**src/rtl/hpi_pkg.sv**
```systemverilog
`default_nettype none
// ============================================================================
// | Package     : hpi_pkg                                                    |
// | Description : Shared types and constants for the EZ-OTG HPI transaction  |
// |               sequencer: operation codes, FSM state encoding, HPI        |
// |               register selects and the phase-counter width.              |
// | Revision    : 1.0 - initial release                                      |
// ============================================================================
package hpi_pkg;

  // Width of the per-phase down-counter; every phase length fits in 1..255.
  localparam int CNT_W = 8;

  // HPI register selects driven on from_sw_address.
  localparam logic [1:0] HPI_ADDR_DATA    = 2'd0;
  localparam logic [1:0] HPI_ADDR_MAILBOX = 2'd1;
  localparam logic [1:0] HPI_ADDR_ADDRESS = 2'd2;
  localparam logic [1:0] HPI_ADDR_STATUS  = 2'd3;

  typedef enum logic [1:0] {
    HPI_OP_WRITE   = 2'b00,
    HPI_OP_READ    = 2'b01,
    HPI_OP_RESET   = 2'b10,
    HPI_OP_ILLEGAL = 2'b11
  } hpi_op_e;

  typedef enum logic [2:0] {
    ST_IDLE     = 3'd0,
    ST_SETUP    = 3'd1,
    ST_STROBE   = 3'd2,
    ST_HOLD     = 3'd3,
    ST_RECOVER  = 3'd4,
    ST_RSTPULSE = 3'd5,
    ST_ERR      = 3'd6
  } hpi_state_e;

endpackage
`default_nettype wire

```
**src/rtl/hpi_txn_sequencer.sv**
```systemverilog
`default_nettype none
// ============================================================================
// | Module      : hpi_txn_sequencer                                          |
// | Description : Fabric-side master for the EZ-OTG HPI port. Turns single   |
// |               WRITE / READ / chip-RESET requests into timed active-low   |
// |               CS/RD/WR/RST strobe sequences for hpi_io_intf and returns  |
// |               a one-cycle completion pulse (with read data / error).     |
// | Revision    : 1.0 - initial release                                      |
// |--------------------------------------------------------------------------|
// | Ports                                                                    |
// |   Clk, Reset_N          clock, asynchronous active-low reset             |
// |   req_valid/ready       request handshake (ready only in IDLE)           |
// |   req_op/addr/wdata     operation, HPI register select, write data       |
// |   rsp_valid/rdata/err   completion pulse, read data (held), illegal-op   |
// |   busy                  sequencer not idle                               |
// |   from_sw_address       register select to hpi_io_intf                   |
// |   from_sw_data_out      write data to hpi_io_intf                        |
// |   from_sw_data_in       registered OTG data from hpi_io_intf             |
// |   from_sw_r/w/cs/reset  active-low strobes to hpi_io_intf                |
// ============================================================================
module hpi_txn_sequencer
  import hpi_pkg::*;
#(
  parameter int SETUP_CYC   = 2,
  parameter int STROBE_CYC  = 4,
  parameter int HOLD_CYC    = 3,
  parameter int RECOVER_CYC = 2,
  parameter int RD_LAT      = 2,
  parameter int RST_CYC     = 16
) (
  input  logic        Clk,
  input  logic        Reset_N,
  input  logic        req_valid,
  output logic        req_ready,
  input  logic [1:0]  req_op,
  input  logic [1:0]  req_addr,
  input  logic [15:0] req_wdata,
  output logic        rsp_valid,
  output logic [15:0] rsp_rdata,
  output logic        rsp_err,
  output logic        busy,
  output logic [1:0]  from_sw_address,
  output logic [15:0] from_sw_data_out,
  input  logic [15:0] from_sw_data_in,
  output logic        from_sw_r,
  output logic        from_sw_w,
  output logic        from_sw_cs,
  output logic        from_sw_reset
);

  // --------------------------------------------------------------------------
  // Parameter sanity checks
  // --------------------------------------------------------------------------
  generate
    if (SETUP_CYC < 1 || SETUP_CYC > 255) begin : g_bad_setup
      $error("hpi_txn_sequencer: SETUP_CYC must be in 1..255");
    end
    if (STROBE_CYC < 1 || STROBE_CYC > 255) begin : g_bad_strobe
      $error("hpi_txn_sequencer: STROBE_CYC must be in 1..255");
    end
    if (HOLD_CYC < 1 || HOLD_CYC > 255) begin : g_bad_hold
      $error("hpi_txn_sequencer: HOLD_CYC must be in 1..255");
    end
    if (RECOVER_CYC < 0 || RECOVER_CYC > 255) begin : g_bad_recover
      $error("hpi_txn_sequencer: RECOVER_CYC must be in 0..255");
    end
    if (RD_LAT < 1 || RD_LAT > 255) begin : g_bad_rdlat
      $error("hpi_txn_sequencer: RD_LAT must be in 1..255");
    end
    if (RST_CYC < 1 || RST_CYC > 255) begin : g_bad_rst
      $error("hpi_txn_sequencer: RST_CYC must be in 1..255");
    end
    if (HOLD_CYC < RD_LAT) begin : g_bad_hold_lat
      $error("hpi_txn_sequencer: HOLD_CYC must be >= RD_LAT");
    end
  endgenerate

  // Counter load values: a phase of N cycles loads N-1 and ends at zero.
  localparam logic [CNT_W-1:0] c_setup_ld  = CNT_W'(SETUP_CYC - 1);
  localparam logic [CNT_W-1:0] c_strobe_ld = CNT_W'(STROBE_CYC - 1);
  localparam logic [CNT_W-1:0] c_hold_ld   = CNT_W'(HOLD_CYC - 1);
  localparam logic [CNT_W-1:0] c_rec_ld    = CNT_W'((RECOVER_CYC > 0) ? RECOVER_CYC - 1 : 0);
  localparam logic [CNT_W-1:0] c_rst_ld    = CNT_W'(RST_CYC - 1);
  // HOLD cycle index RD_LAT-1 corresponds to this count value, i.e. the
  // cycle where data sampled while RD was low reaches from_sw_data_in.
  localparam logic [CNT_W-1:0] c_cap_cnt   = CNT_W'(HOLD_CYC - RD_LAT);

  hpi_state_e       r_state;
  hpi_state_e       w_state_nxt;
  logic [CNT_W-1:0] r_cnt;
  logic [CNT_W-1:0] w_cnt_nxt;
  hpi_op_e          r_op;
  hpi_op_e          w_req_op;
  logic             w_accept;
  logic             w_rsp_done;
  logic             w_ill;

  assign w_req_op  = hpi_op_e'(req_op);
  assign req_ready = (r_state == ST_IDLE);
  assign busy      = (r_state != ST_IDLE);

  // --------------------------------------------------------------------------
  // State register and phase counter
  // --------------------------------------------------------------------------
  always_ff @(posedge Clk or negedge Reset_N) begin
    if (!Reset_N) begin
      r_state <= ST_IDLE;
      r_cnt   <= '0;
    end else begin
      r_state <= w_state_nxt;
      r_cnt   <= w_cnt_nxt;
    end
  end

  // --------------------------------------------------------------------------
  // Next-state logic
  // --------------------------------------------------------------------------
  always_comb begin
    w_state_nxt = r_state;
    w_cnt_nxt   = (r_cnt != '0) ? r_cnt - CNT_W'(1) : '0;
    w_accept    = 1'b0;
    w_rsp_done  = 1'b0;
    w_ill       = 1'b0;
    case (r_state)
      ST_IDLE: begin
        if (req_valid) begin
          w_accept = 1'b1;
          case (w_req_op)
            HPI_OP_WRITE, HPI_OP_READ: begin
              w_state_nxt = ST_SETUP;
              w_cnt_nxt   = c_setup_ld;
            end
            HPI_OP_RESET: begin
              w_state_nxt = ST_RSTPULSE;
              w_cnt_nxt   = c_rst_ld;
            end
            default: begin
              w_state_nxt = ST_ERR;
              w_cnt_nxt   = '0;
              w_ill       = 1'b1;
            end
          endcase
        end
      end
      ST_SETUP: begin
        if (r_cnt == '0) begin
          w_state_nxt = ST_STROBE;
          w_cnt_nxt   = c_strobe_ld;
        end
      end
      ST_STROBE: begin
        if (r_cnt == '0) begin
          w_state_nxt = ST_HOLD;
          w_cnt_nxt   = c_hold_ld;
        end
      end
      ST_HOLD, ST_RSTPULSE: begin
        if (r_cnt == '0) begin
          w_rsp_done = 1'b1;
          if (RECOVER_CYC > 0) begin
            w_state_nxt = ST_RECOVER;
            w_cnt_nxt   = c_rec_ld;
          end else begin
            w_state_nxt = ST_IDLE;
          end
        end
      end
      ST_RECOVER: begin
        if (r_cnt == '0) begin
          w_state_nxt = ST_IDLE;
        end
      end
      ST_ERR: begin
        w_state_nxt = ST_IDLE;
      end
      default: begin
        w_state_nxt = ST_IDLE;
        w_cnt_nxt   = '0;
      end
    endcase
  end

  // --------------------------------------------------------------------------
  // Strobes and response flags are registered from the next state so they
  // line up with the state register and never glitch on the HPI pins.
  // The latched op is safe here: STROBE is only ever entered from SETUP.
  // --------------------------------------------------------------------------
  always_ff @(posedge Clk or negedge Reset_N) begin
    if (!Reset_N) begin
      from_sw_cs    <= 1'b1;
      from_sw_r     <= 1'b1;
      from_sw_w     <= 1'b1;
      from_sw_reset <= 1'b1;
      rsp_valid     <= 1'b0;
      rsp_err       <= 1'b0;
    end else begin
      from_sw_cs    <= !((w_state_nxt == ST_SETUP) || (w_state_nxt == ST_STROBE) ||
                         (w_state_nxt == ST_HOLD));
      from_sw_r     <= !((w_state_nxt == ST_STROBE) && (r_op == HPI_OP_READ));
      from_sw_w     <= !((w_state_nxt == ST_STROBE) && (r_op == HPI_OP_WRITE));
      from_sw_reset <= (w_state_nxt != ST_RSTPULSE);
      rsp_valid     <= w_rsp_done | w_ill;
      rsp_err       <= w_ill;
    end
  end

  // --------------------------------------------------------------------------
  // Request latch and read-data capture
  // --------------------------------------------------------------------------
  always_ff @(posedge Clk or negedge Reset_N) begin
    if (!Reset_N) begin
      r_op             <= HPI_OP_WRITE;
      from_sw_address  <= '0;
      from_sw_data_out <= '0;
      rsp_rdata        <= '0;
    end else begin
      if (w_accept) begin
        r_op <= w_req_op;
        if ((w_req_op == HPI_OP_WRITE) || (w_req_op == HPI_OP_READ)) begin
          from_sw_address <= req_addr;
        end
        // data_out only changes for writes; hpi_io_intf gates the bus with w.
        if (w_req_op == HPI_OP_WRITE) begin
          from_sw_data_out <= req_wdata;
        end
      end
      if ((r_state == ST_HOLD) && (r_op == HPI_OP_READ) && (r_cnt == c_cap_cnt)) begin
        rsp_rdata <= from_sw_data_in;
      end
    end
  end

endmodule
`default_nettype wire

```
**config.mk**
```make
export PLATFORM = sky130hd
export DESIGN_NAME = hpi_txn_sequencer
export DESIGN_NICKNAME = d
export VERILOG_FILES = /design/src/rtl/hpi_pkg.sv /design/src/rtl/hpi_txn_sequencer.sv
export SDC_FILE = /design/constraint.sdc
export NUM_CORES = 1
export LEC_CHECK = 0
export CAP_MARGIN = 20
export CORE_UTILIZATION = 35
export DETAILED_ROUTE_END_ITERATION = 12
export GPL_TIMING_DRIVEN = 1
export HOLD_SLACK_MARGIN = 0.08
export PLACE_DENSITY_LB_ADDON = 0.15
export SYNTH_ARGS = -nofsm -noshare
export SYNTH_HDL_FRONTEND = slang
export SYNTH_SLANG_ARGS = --single-unit
```
**constraint.sdc**
```tcl
create_clock -name Clk -period 3.45 [get_ports Clk]
set_input_delay 0.5175 -clock Clk [delete_from_list [all_inputs] [get_ports Clk]]
set_output_delay 0.5175 -clock Clk [all_outputs]
set_load 0.01 [all_outputs]
```
==> impl_metrics.csv, run 1 <==
group,metric,value,unit
power_and_ir_drop,power_frac_comb,0.367,
power_and_ir_drop,p_clk_frac,0.169,
place,gp_congestion,0.842,
worst_setup_path,cp.arrival,2.61,ns
final_layout,drive_above_1_share,0.211,
yosys,ys_types,42,
global_route,grt_max_degree,37,
clock_tree,cts_sinks,53,
clock_tree,numCtsBuffers,5,
die,initial_core_util,0.365,
worst_setup_path,start_kind,"flip-flop",
die,rows,29,
die,core,0.00639,mm²
die,dieWidth,83.6,µm
worst_setup_path,crit_chain,"nor4_4 -> nand2_1 -> nor3_4 -> mux2_2",
yosys,synth_edf_count,0,
power_and_ir_drop,p_int,1.38,mW
timing,fin_crit_sh,0.705,
global_route,grt_pass1_vias,1592,
final_layout,antenna_cells,0,
status,status,"completed",
power_and_ir_drop,seqPwrFrac,0.465,
worst_setup_path,r2r-start,"r_cnt[4]",
clock_tree,cts_setup_buffers,0,
timing,grt_setup_unrepaired,"no",
worst_setup_path,slowest_delay,0.70,ns
yosys,syn_inst,182,
power_and_ir_drop,leakage,1.46,nW
worst_setup_path,crit_fanout,16,
global_route,grt_pass1_wl,7.89,mm
yosys,yosysSeqAreaShare,0.571,
final_layout,nNetsFinal,307,
route,routed_via_density,4.85,
timing,slew_headroom,0.475,
timing,setup_viol,0,
timing,fin_tns_setup,0,ns
worst_hold_path,worstHoldPathType,"in2async",
die,io-pin-count,81,
job,drv_cap,0,
yosys,synth-seq-cells,53,
yosys,syn_avg_cell_area,12.8,µm²
timing,tightest_slew,0.788,ns
clock_tree,clk_latency,0.29,ns
route,first_pass_iters,4,
clock_tree,holdBufCountCts,0,
yosys,ys_warn_count,0,
final_layout,area_growth,41.3,%
final_layout,regArea,0.00133,mm²
worst_setup_path,end_kind,"flip-flop",
route,wire_per_inst,13.8,µm
place,place.port_buffers,80,
global_route,antenna_found_initial,0,
place,dp_hpwl,3.45,mm
route,ant_nets,0,
final_layout,finalInstanceArea,0.00329,mm²
power_and_ir_drop,vdd_drop_max,0.388,mV
place,placed_area,0.00321,mm²
route,wl,4.72,mm
clock_tree,clockBufferDepth,2,
timing,finalMaxSlewViolations,0,
clock_tree,root_buffer,"clkbuf_8",
global_route,grt-ovfl-total,0,
yosys,netlist_area,0.00233,mm²
worst_setup_path,crit_path_top_delay_cell,"nor3_4",
route,route.detailed.drc,0,
power_and_ir_drop,power_density,617,mW/mm²
timing,min_period,2.43,ns
worst_setup_path,r2r_cells,4,
timing,max_freq,411,MHz
final_layout,multi_input_area,940,µm²
die,die_h,83.6,µm
yosys,synthFlopType,"dfrtp_1",
die,die-area,0.00699,mm²
power_and_ir_drop,p_switching,0.651,mW
clock_tree,tritoncts,"yes",
yosys,async_reset_ff_frac,1.00,
clock_tree,clk_pin_slew_worst_paths,0.10,ns
clock_tree,htreeDepth,2,
route,vias,1665,
clock_tree,cts_resized,0,
worst_setup_path,cp-startpoint,"r_cnt[4]",
yosys,synthesis.nets,224,
final_layout,fillers,573,
worst_setup_path,required,3.63,ns
power_and_ir_drop,switching_share,0.320,
route,drtIter0Drc,50,
timing,finClkSkew,0.00821,ns
worst_setup_path,worstSetupPathType,"reg2reg",
timing,hold_viol,0,
global_route,grt_usage,0.139,
## area by class of cell
| type | count | share of cell area |
|---|---|---|
| flip-flops and latches | 53 | 0.404 |
| repair buffers | 83 | 0.248 |
| multi-input cells | 116 | 0.285 |
| well taps | 77 | 0.0292 |
| clock buffers | 6 | 0.0220 |
| inverters | 6 | 0.00684 |
| clock inverters | 2 | 0.00418 |
## flip-flops by register name, summed over array words and instances (netlist names)
name	cells
from_sw_r	1
r_cnt	8
r_state	3
rsp_err	1
rsp_valid	1
from_sw_data_out	16
from_sw_w	1
from_sw_reset	1
from_sw_cs	1
rsp_rdata	16
r_op	2
from_sw_address	2
## synthesized netlist by cell type (all sizes together) (4+ instances only)
cell type	instances	area, µm²
a21oi	4	23.8
clkbuf	4	15.0
dfrtp	49	1230
dfstp	4	105
inv	6	22.5
mux2	34	383
nand2	11	41.3
nand3	5	25.0
nor2	14	52.6
o21ai	4	20.0
xnor2	4	35.0
xor2	4	35.0
## cells by family after synthesis
| logic type | synth area share |
|---|---|
| and+or+nand+nor | 0.138 |
| DFF | 0.571 |
| muxes | 0.164 |
| AOI/OAI and AO/OA | 0.0547 |
| buffers and inverters | 0.0263 |
| xor gates and xnor gates | 0.0300 |
| adders and majority gates | 0.0161 |
## routing by layer
metal | global-route usage | part of all wire | vias to the layer above
met1 | 0.201 | 0.49 | 809
li1 | - | - | 797
met5 | 0 | 0 | -
met3 | 0.0307 | 0.054 | 2
met4 | 0.0308 | 0.0049 | 0
met2 | 0.215 | 0.45 | 57
## stage by stage
stage	utilization	hold slack [ns]	setup WS, ns	power [mW]	instances
5_1_grt	0.516	0.346	0.823	2.17	343
3_3_place_gp	0.502	0.488	0.932	1.70	335
3_5_place_dp	0.502	0.494	0.898	1.71	335
4_1_cts	0.516	0.324	0.984	2.06	343
6_report	0.516	0.294	1.02	2.03	343
2_1_floorplan	-	0.222	1.44	1.35	182
## power by group through the flow
| stage | registers (mW) | clock network (mW) | logic, mW |
|---|---|---|---|
| global placement | 0.954 | 0 | 0.745 |
| CTS | 0.945 | 0.360 | 0.755 |
| floorplan | 0.969 | 0 | 0.377 |
| detailed placement | 0.955 | 0 | 0.756 |
| finish | 0.945 | 0.342 | 0.745 |
| global route | 0.971 | 0.385 | 0.815 |
## cells in the final DEF, fill, tap and decap left out, types with 3 or more instances in the layout
cell             instances
clkbuf_8                 5
nand2_1                 11
mux2_2                  34
dfstp_2                  4
dfrtp_1                 49
o21ai_0                  4
a21oi_1                  3
inv_1                    6
xor2_1                   4
nand3_1                  5
buf_4                    3
ha_1                     3
nor2_1                  14
nand2b_1                 3
xnor2_1                  4
clkdlybuf4s50_1         79
## final timing paths
kind                                             to  slack (ns)
worst max-delay path                   rsp_rdata[4]        1.02
worst min-delay path            from_sw_data_out[9]        0.29
worst max register to register         rsp_rdata[4]        1.02
worst min register to register              r_op[1]        0.51
max in group asynchronous                from_sw_cs        2.35
min in group Clk                            r_op[1]        0.51
## worst max-delay path: cells and delay by family (launching register included)
family	cells	cell delay, ns
mux	1	0.41
flops	1	0.45
simple gates	3	1.46
No activity file was read; power rests on OpenSTA's default activity.
==> run 2, diff against run 1 <==
- clock period: 3.45 -> 2.1 ns (I/O delays scaled with it)
==> impl_metrics.csv, run 2 (synthesized netlist as in run 1, its figures left out) <==
group,metric,value,unit
status,status,"completed",
timing,hold_viol,0,
worst_setup_path,slowest_delay,0.60,ns
worst_setup_path,worstSetupPathType,"reg2reg",
worst_setup_path,crit_fanout,7,
worst_setup_path,path_buf_inv,2,
worst_setup_path,r2r-start,"r_state[0]",
worst_hold_path,whs_path_depth,1,
global_route,grt_pass1_vias,1730,
final_layout,final_common_cell,"clkdlybuf4s50_1",
place,gp_congestion,0.849,
final_layout,reg.largest.list,"from_sw_data_out x16, rsp_rdata x16, r_cnt x8",
clock_tree,clk_pin_slew_worst_paths,0.09,ns
final_layout,antenna_cells,0,
worst_setup_path,end_kind,"flip-flop",
route,wl,4.89,mm
worst_setup_path,r2r_cells,5,
route,first_pass_iters,4,
die,dieWidth,83.6,µm
worst_setup_path,crit_chain,"buf_4 -> or4b_1 -> buf_4 -> nor2_1 -> mux2_2",
worst_hold_path,worstHoldEndpoint,"from_sw_data_out[9]",
route,ant_nets,0,
worst_setup_path,crit_path_top_delay_cell,"or4b_1",
clock_tree,cts_sinks,53,
clock_tree,numCtsBuffers,5,
route,route.detailed.drc,0,
route,routed_via_density,4.75,
die,rows,29,
timing,finalMaxSlewViolations,0,
final_layout,final_core_util,0.544,
die,initial_core_util,0.365,
final_layout,fin_cells,360,
timing,max_freq,497,MHz
worst_setup_path,required,2.29,ns
route,vias,1710,
power_and_ir_drop,seqPwrFrac,0.428,
power_and_ir_drop,power_frac_comb,0.381,
die,die_h,83.6,µm
clock_tree,htreeDepth,2,
place,dp_hpwl,3.66,mm
clock_tree,clk_latency,0.30,ns
clock_tree,root_buffer,"clkbuf_8",
global_route,grt_max_degree,26,
route,wire_per_inst,13.6,µm
timing,finClkSkew,0.00966,ns
worst_setup_path,r2r-end,"from_sw_address[0]",
place,place.port_buffers,80,
worst_setup_path,reg2reg_setup_slack,0.09,ns
job,drv_cap,0,
power_and_ir_drop,leakage,1.56,nW
place,dp_cells,349,
worst_hold_path,hold_start,"from_sw_data_out[9]",
timing,fin_crit_sh,0.959,
worst_hold_path,worstHoldPathType,"reg2reg",
final_layout,fillers,556,
final_layout,layout_common_cells,"clkdlybuf4s50_1 (78), dfrtp_1 (48), mux2_2 (34), buf_4 (17), nor2_1 (14)",
clock_tree,clockBufferDepth,2,
final_layout,nNetsFinal,324,
die,core,0.00639,mm²
timing,tightest_slew,0.534,ns
route,drtIter0Drc,63,
power_and_ir_drop,p_switching,1.08,mW
timing,setup_viol,0,
die,io-pin-count,81,
global_route,antenna_found_initial,0,
power_and_ir_drop,p_clk_frac,0.191,
worst_setup_path,path_common_cell,"buf_4",
global_route,grt_usage,0.152,
final_layout,drive_above_1_share,0.258,
power_and_ir_drop,vdd_drop_max,0.573,mV
clock_tree,tritoncts,"yes",
timing,min_period,2.01,ns
worst_setup_path,critPathTopFamily,"simple AND/OR/NAND/NOR gates",
power_and_ir_drop,switching_share,0.305,
worst_setup_path,cp.arrival,2.21,ns
final_layout,area_growth,49.0,%
global_route,grt-ovfl-total,0,
global_route,grt_pass1_wl,8.49,mm
timing,grt_setup_unrepaired,"no",
worst_setup_path,start_kind,"flip-flop",
die,die-area,0.00699,mm²
power_and_ir_drop,power_density,1020,mW/mm²
power_and_ir_drop,p_int,2.47,mW
timing,slew_headroom,0.644,
==> run 2: cell types whose count changed in the layout (fill, tap and decap cells not counted) <==
cell,before,now
dfrtp_1,49,48
buf_12,0,2
clkinv_2,1,0
clkinv_4,0,1
dlygate4sd2_1,0,1
clkdlybuf4s50_1,79,78
bufinv_16,0,1
dfrtp_2,0,1
buf_4,3,17
dlygate4sd3_1,0,1
inv_6,1,0
==> run 2: routing by layer <==
metal  GRT usage  vias to the layer above  routed length, µm
met1       0.212                      816               2260
li1            -                      834                  -
met5           0                        -                  0
met2       0.239                       55               2300
met3      0.0346                        5                263
met4      0.0416                        0                 57
==> run 2: what timing repair did <==
action / 4_1_cts / 5_1_grt
setup endpoints to repair: 1 / 0
hold endpoints to repair: 23 / 0
hold buffers: 1 / 0
resized for setup: 2 / 0
setup buffers: 2 / 0
==> run 2: worst max-delay path by stage <==
stage / startpoint / to / slack (ns) / cells past startpoint
6_report: r_state[0] / from_sw_address[0] / 0.09 / 5
5_1_grt: r_cnt[0] / from_sw_r / 0.004 / 6
4_1_cts: r_state[0] / from_sw_address[0] / 0.09 / 5
3_5_place_dp: req_valid / from_sw_address[0] / -0.06 / 5
3_3_place_gp: req_valid / from_sw_data_out[4] / -0.03 / 5
2_1_floorplan: r_cnt[4] / rsp_rdata[10] / 0.12 / 5
==> run 2: final cells by class <==
class	instances	area, µm²	area share
clock inverter	2	38.8	0.0112
clock buffer	6	72.6	0.0209
multi-input combinational	116	940	0.270
timing repair buffer	100	972	0.280
inverter	6	22.5	0.00648
sequential	53	1330	0.384
tap	77	96.3	0.0277
==> run 2: power by group through the flow <==
stage	sequential (mW)	combinational (mW)	clock (mW)
final	1.52	1.35	0.679
after global routing	1.56	1.48	0.757
after CTS	1.53	1.37	0.714
after detailed placement	1.55	1.33	0
after global placement	1.55	1.32	0
after floorplan	1.59	0.620	0
==> run 2: stage by stage <==
| stage | power [mW] | TNS [ns] | hold slack [ns] | worst slack (ns) | area, µm² |
|---|---|---|---|---|---|
| 3_5_place_dp | 2.89 | -0.811 | 0.333 | -0.0554 | 3340 |
| 3_3_place_gp | 2.87 | -0.572 | 0.339 | -0.0332 | 3340 |
| 4_1_cts | 3.61 | 0 | 0.517 | 0.0868 | 3470 |
| 6_report | 3.55 | 0 | 0.512 | 0.0862 | 3470 |
| 5_1_grt | 3.80 | 0 | 0.529 | 0.00402 | 3470 |
| 2_1_floorplan | 2.21 | 0 | 0.0194 | 0.116 | 2330 |
